===== src/rtl/fb_rect_writer.sv =====
// ============================================================================
// Module   : fb_rect_writer
// Brief    : Clipped rectangle fill into the 320x240 scan-out frame buffer RAM.
// Revision : 1.0
// ============================================================================
`timescale 1ns/1ps
`default_nettype none

module fb_rect_writer #(
    parameter int FB_W    = 320,
    parameter int FB_H    = 240,
    parameter int ADDR_W  = 17,
    parameter int COLOR_W = 12
) (
    input  logic               clk,
    input  logic               rst,
    input  logic               cmd_valid,
    output logic               cmd_ready,
    input  logic [8:0]         cmd_x0,
    input  logic [7:0]         cmd_y0,
    input  logic [8:0]         cmd_w,
    input  logic [7:0]         cmd_h,
    input  logic [COLOR_W-1:0] cmd_color,
    input  logic               wr_allow,
    output logic               mem_we,
    output logic [ADDR_W-1:0]  mem_addr,
    output logic [COLOR_W-1:0] mem_din,
    output logic               busy,
    output logic               done,
    output logic [ADDR_W-1:0]  pix_count
);

    typedef enum logic [1:0] {
        S_IDLE  = 2'd0,
        S_SETUP = 2'd1,
        S_FILL  = 2'd2,
        S_DONE  = 2'd3
    } state_t;

    localparam logic [9:0]        c_fb_w10  = 10'(FB_W);
    localparam logic [9:0]        c_fb_h10  = 10'(FB_H);
    localparam logic [ADDR_W-1:0] c_fb_w_a  = ADDR_W'(FB_W);

    state_t               state_q, state_d;
    logic [8:0]           x0_q, x0_d;
    logic [7:0]           y0_q, y0_d;
    logic [8:0]           w_q, w_d;
    logic [7:0]           h_q, h_d;
    logic [COLOR_W-1:0]   color_q, color_d;
    logic [9:0]           w_eff_q, w_eff_d;
    logic [9:0]           h_eff_q, h_eff_d;
    logic [9:0]           col_q, col_d;
    logic [9:0]           row_q, row_d;
    logic [ADDR_W-1:0]    row_base_q, row_base_d;
    logic                 mem_we_q, mem_we_d;
    logic [ADDR_W-1:0]    mem_addr_q, mem_addr_d;
    logic [COLOR_W-1:0]   mem_din_q, mem_din_d;
    logic [ADDR_W-1:0]    pix_count_q, pix_count_d;
    logic                 done_q, done_d;

    logic [9:0]           w_rem, h_rem, w_clip, h_clip;
    logic                 cmd_empty;
    logic [ADDR_W-1:0]    x0_ext, y0_ext, col_ext;
    logic                 col_last, row_last;

    // Clip in 10 bits; the remainders are only meaningful when the origin is in-frame.
    assign w_rem     = c_fb_w10 - {1'b0, x0_q};
    assign h_rem     = c_fb_h10 - {2'b00, y0_q};
    assign w_clip    = ({1'b0, w_q} < w_rem) ? {1'b0, w_q} : w_rem;
    assign h_clip    = ({2'b00, h_q} < h_rem) ? {2'b00, h_q} : h_rem;
    assign cmd_empty = ({1'b0, x0_q} >= c_fb_w10) || ({2'b00, y0_q} >= c_fb_h10)
                     || (w_q == 9'd0) || (h_q == 8'd0);

    assign x0_ext   = {{(ADDR_W-9){1'b0}}, x0_q};
    assign y0_ext   = {{(ADDR_W-8){1'b0}}, y0_q};
    assign col_ext  = {{(ADDR_W-10){1'b0}}, col_q};
    assign col_last = (col_q == w_eff_q - 10'd1);
    assign row_last = (row_q == h_eff_q - 10'd1);

    always_ff @(posedge clk) begin
        if (rst) begin
            state_q     <= S_IDLE;
            x0_q        <= '0;
            y0_q        <= '0;
            w_q         <= '0;
            h_q         <= '0;
            color_q     <= '0;
            w_eff_q     <= '0;
            h_eff_q     <= '0;
            col_q       <= '0;
            row_q       <= '0;
            row_base_q  <= '0;
            mem_we_q    <= 1'b0;
            mem_addr_q  <= '0;
            mem_din_q   <= '0;
            pix_count_q <= '0;
            done_q      <= 1'b0;
        end else begin
            state_q     <= state_d;
            x0_q        <= x0_d;
            y0_q        <= y0_d;
            w_q         <= w_d;
            h_q         <= h_d;
            color_q     <= color_d;
            w_eff_q     <= w_eff_d;
            h_eff_q     <= h_eff_d;
            col_q       <= col_d;
            row_q       <= row_d;
            row_base_q  <= row_base_d;
            mem_we_q    <= mem_we_d;
            mem_addr_q  <= mem_addr_d;
            mem_din_q   <= mem_din_d;
            pix_count_q <= pix_count_d;
            done_q      <= done_d;
        end
    end

    always_comb begin
        state_d     = state_q;
        x0_d        = x0_q;
        y0_d        = y0_q;
        w_d         = w_q;
        h_d         = h_q;
        color_d     = color_q;
        w_eff_d     = w_eff_q;
        h_eff_d     = h_eff_q;
        col_d       = col_q;
        row_d       = row_q;
        row_base_d  = row_base_q;
        mem_we_d    = 1'b0;
        mem_addr_d  = mem_addr_q;
        mem_din_d   = mem_din_q;
        pix_count_d = pix_count_q;
        done_d      = 1'b0;

        case (state_q)
            S_IDLE: begin
                if (cmd_valid) begin
                    x0_d        = cmd_x0;
                    y0_d        = cmd_y0;
                    w_d         = cmd_w;
                    h_d         = cmd_h;
                    color_d     = cmd_color;
                    pix_count_d = '0;
                    state_d     = S_SETUP;
                end
            end
            S_SETUP: begin
                w_eff_d    = w_clip;
                h_eff_d    = h_clip;
                col_d      = '0;
                row_d      = '0;
                row_base_d = (y0_ext << 8) + (y0_ext << 6);
                if (cmd_empty) begin
                    done_d  = 1'b1;
                    state_d = S_DONE;
                end else begin
                    state_d = S_FILL;
                end
            end
            S_FILL: begin
                if (wr_allow) begin
                    mem_we_d    = 1'b1;
                    mem_addr_d  = row_base_q + x0_ext + col_ext;
                    mem_din_d   = color_q;
                    pix_count_d = pix_count_q + 1'b1;
                    if (col_last) begin
                        col_d      = '0;
                        row_d      = row_q + 10'd1;
                        row_base_d = row_base_q + c_fb_w_a;
                        if (row_last) begin
                            state_d = S_DONE;
                        end
                    end else begin
                        col_d = col_q + 10'd1;
                    end
                end
            end
            S_DONE: begin
                // After a fill the last write is still on the port here, so done follows a cycle later.
                if (done_q) begin
                    state_d = S_IDLE;
                end else begin
                    done_d = 1'b1;
                end
            end
            default: state_d = S_IDLE;
        endcase
    end

    assign cmd_ready = (state_q == S_IDLE);
    assign busy      = (state_q != S_IDLE);
    assign done      = done_q;
    assign mem_we    = mem_we_q;
    assign mem_addr  = mem_addr_q;
    assign mem_din   = mem_din_q;
    assign pix_count = pix_count_q;

endmodule

`default_nettype wire


===== config.mk =====
export PLATFORM = sky130hd
export DESIGN_NAME = fb_rect_writer
export DESIGN_NICKNAME = d
export VERILOG_FILES = /design/src/rtl/fb_rect_writer.sv
export SDC_FILE = /design/constraint.sdc
export NUM_CORES = 1
export LEC_CHECK = 0
export CELL_PAD_IN_SITES_DETAIL_PLACEMENT = 1
export CELL_PAD_IN_SITES_GLOBAL_PLACEMENT = 2
export CORE_MARGIN = 4
export CORE_UTILIZATION = 36
export DETAILED_ROUTE_END_ITERATION = 8
export PLACE_DENSITY = 0.94
export RECOVER_POWER = 100
export SYNTH_ARGS = -nofsm -noshare
export SYNTH_HDL_FRONTEND = slang
export SYNTH_SLANG_ARGS = --single-unit

===== constraint.sdc =====
create_clock -name clk -period 7.15 [get_ports clk]
set_clock_uncertainty 0.2 [all_clocks]
set_input_delay 1.0725 -clock clk [delete_from_list [all_inputs] [get_ports clk]]
set_output_delay 1.0725 -clock clk [all_outputs]
set_load 0.1 [all_outputs]

==> summary.txt <==
Clock network
  – Post-CTS setup buffer count: 0
  – TritonCTS buffer count: 17
  – CTS tree: built
  – CTS HTree Levels: 4
  – Post-cts gate resize count: 0
  – Root Buffer: clkbuf_16
  – Clock-pin slew on the worst setup and hold paths: roughly 70 ps
  – Cts hold-fix bufs: 0
  – Clock Latency Late Sink: 440 ps
  – Clock Tree Buf Depth: 2
  – Clock sinks: approximately 150

STA
  – Period Utilization, post-route: 0.685
  – Worst Tran Pin Value: 2580 ps
  – RSZ-0062 raised after global routing: false
  – Slew HR: -0.723
  – Final setup TNS: 0 ps
  – Hold Fails Final Rpt: 0
  – Fmax: between 0.2 and 0.25 GHz
  – Min Tclk post-route: 4900 ps
  – Slew Limit Fails: 47
  – Final setup violation count: 0

Global route
  – Aggregate global-route resource usage: 0.186
  – Via count of the first global-routing pass: 7990
  – Largest net degree at the start of global routing: a little over 100
  – First-pass GRT wire length: 39500 microns
  – GRT Residual Overflow: 0
  – Initial antenna violation count: 0

Synthesis
  – Synth Area in XOR/XNOR: 0.0718
  – Post-Syn Instances: 1042
  – Synth area leader: dfxtp_1
  – Synth unique cells: 73
  – Top cell type's share of synthesized area: 0.352
  – Adder-Cell Fraction of Synth Area: 0.0875
  – Mux cell area share after synthesis: 0.0223
  – Post-synth top cells: 199 x nand2_1, 146 x dfxtp_1, 112 x a21oi_1
  – Synth top area cells: dfxtp_1 35%, nand2_1 9.0%, ha_1 7.5%, a21oi_1 6.8%, xnor2_1 4.0%
  – Yosys reg bits: between 100 and 150
  – Ys flop type: dfxtp_1
  – Register area share after synthesis: 0.352
  – Cell area after synthesis: 8290 sq um
  – Mean Syn Cell Area: between 7 and 8 sq um
  – Post-synth EDFFs: 0
  – Post-synthesis compound-gate area fraction: 0.195
  – Async SR Flop Fraction: 0
  – Number of synthesis warnings: 0
  – Synth Area in Simple Gates: 0.226
  – Top-count cell post-synth: nand2_1
  – Main combinational cell family by area after synthesis: simple AND/OR/NAND/NOR gates
  – Syn Nets: 1147

Critical path
  – Setup crit end kind: register
  – Required time of the worst setup path: 7270 ps
  – Crit-path max FO: 31
  – CP arrival: roughly 5000 ps
  – Critical path class: register to register
  – Setup crit start kind: register

Status
  – Status: finished with violations
  – Failing checks: max-capacitance violations, max-slew violations

Die
  – Die height: roughly 160 microns
  – I/O pins: 100
  – Row Count: 55
  – Die area: around 26000 sq um
  – Core Region: roughly 23000 sq um
  – Die width: around 160 microns
  – Starting Density: 0.366

Placement
  – Number of port buffers: 99
  – GPL Wtd Cong: ~0.79
  – Post-DP HPWL: around 17000 microns

Finish
  – Register area: between 2000 and 3000 sq um
  – Synth-to-Final Area Change: 20.5%
  – Share of layout cells above drive strength 1: 0.0418
  – Number of antenna diodes: 0
  – Layout filler cell count: between 2000 and 3000
  – Final net count: about 1200
  – Multi-input gate area: 4950 sq um
  – Final cell utilization of the core: 0.441

Drt
  – DR WL/cell: between 15 and 20 microns
  – DRT Pass-1 Iters: 4
  – Vias per cell: about 5.4
  – Via count: ~7700
  – Routed wire length: about 24000 microns
  – # DRC: 0
  – Final ANT Viol Nets: 0
  – Violation count after the first detailed-route iteration: about 350

Power
  – P_leak: a little under 4 nW
  – Comb pwr share: 0.418
  – Clk pwr share: 0.259
  – Int Pwr: a little under 2 mW
  – Maximum VDD drop: ~0.00014 V
  – Sw frac: 0.429
  – Switch Pwr: between 1 and 1.5 mW
  – Share of power burned in registers: 0.323
  – Cell area power density: 337 nW/um^2

Hold path
  – Hold crit path type: register to register

Job
  – Maxcap violations: 1
==> routing by layer <==
metal	vias to the layer above	share of wire	global-route usage
met5	-	0	0
met4	0	0.013	0.0465
met3	21	0.030	0.0310
met2	109	0.52	0.348
met1	3741	0.44	0.221
li1	3791	-	-
==> worst paths after layout <==
| check | slack (ps) | start | end | cells past startpoint |
|---|---|---|---|---|
| setup / recovery | 2250 | state_q[1] | row_base_q[10] | 7 |
| setup reg to reg | 2250 | state_q[1] | row_base_q[10] | 7 |
| hold / removal | 250 | mem_addr[8] | mem_addr[8] | 2 |
| hold reg to reg | 250 | mem_addr[8] | mem_addr[8] | 2 |
==> flip-flops by register name, indices dropped and copies added (netlist names), 2 cells and up <==
name and cells:
color_q 12, state_q 2, w_q 9, row_base_q 11, y0_q 8, mem_addr 17, h_eff_q 9, mem_din 12
col_q 10, h_q 8, row_q 10, w_eff_q 10, pix_count 17, x0_q 9
==> final cells by class <==
cell class | instances | area share
Inverter | 40 | 0.0150
Tap cell | 285 | 0.0357
Clock buffer | 19 | 0.0453
Multi-Input combinational cell | 798 | 0.496
Sequential cell | 146 | 0.292
Timing Repair Buffer | 108 | 0.104
Clock inverter | 13 | 0.0116
==> layout by cell type, fill, tap and decap left out, types with 11 or more instances in the layout <==
cell,Yosys,final
a211oi_1,19,19
nor3_1,20,20
dlygate4sd3_1,0,52
o21ai_0,26,30
nand4_1,19,19
nor2_1,79,79
mux2i_1,14,14
inv_1,39,39
xor2_1,30,30
nand3_1,21,21
dfxtp_1,146,146
a21o_1,11,11
or3_1,14,14
xnor2_1,38,38
nand2_1,199,199
clkdlybuf4s50_1,0,46
clkbuf_16,0,17
ha_1,50,50
a21oi_1,112,112
==> logic make-up (layout without fill, tap and decap cells) <==
kind of cell | count (synthesis) | after routing
compound gates | 250 | 250
fa+ha+maj | 55 | 55
xor+xnor | 68 | 68
mux | 18 | 18
flops | 146 | 146
simple gates | 407 | 407
buf+inv | 98 | 180
==> stage by stage <==
| stage | worst slack (ps) | hold WS [ps] | cells | power, mW | cell area (sq um) |
|---|---|---|---|---|---|
| after global routing | 1990 | 280 | 1409 | 3.60 | 9990 |
| after detailed placement | 3230 | 249 | 1377 | 2.52 | 9480 |
| final | 2250 | 253 | 1409 | 3.37 | 9990 |
| after global placement | 3280 | 239 | 1377 | 2.48 | 9480 |
| after floorplan | 3440 | 232 | 1042 | 2.16 | 8290 |
| after CTS | 3200 | 257 | 1409 | 3.42 | 10100 |
==> power by group through the flow <==
stage | Clock (mW) | Sequential [mW] | Combinational (mW)
final | 0.872 | 1.09 | 1.41
after detailed placement | 0 | 1.11 | 1.42
after global routing | 0.924 | 1.11 | 1.57
after floorplan | 0 | 1.13 | 1.03
after global placement | 0 | 1.10 | 1.38
after CTS | 0.888 | 1.09 | 1.44
==> worst max-delay path: stages, from the launching register on <==
cell and delay, ps:
dfxtp_1 350, inv_1 110, ha_1 140, clkbuf_1 1040
inv_1 720, o21ai_0 920, o21ai_0 790, o221a_1 490
(Power assumes the default switching activity.)
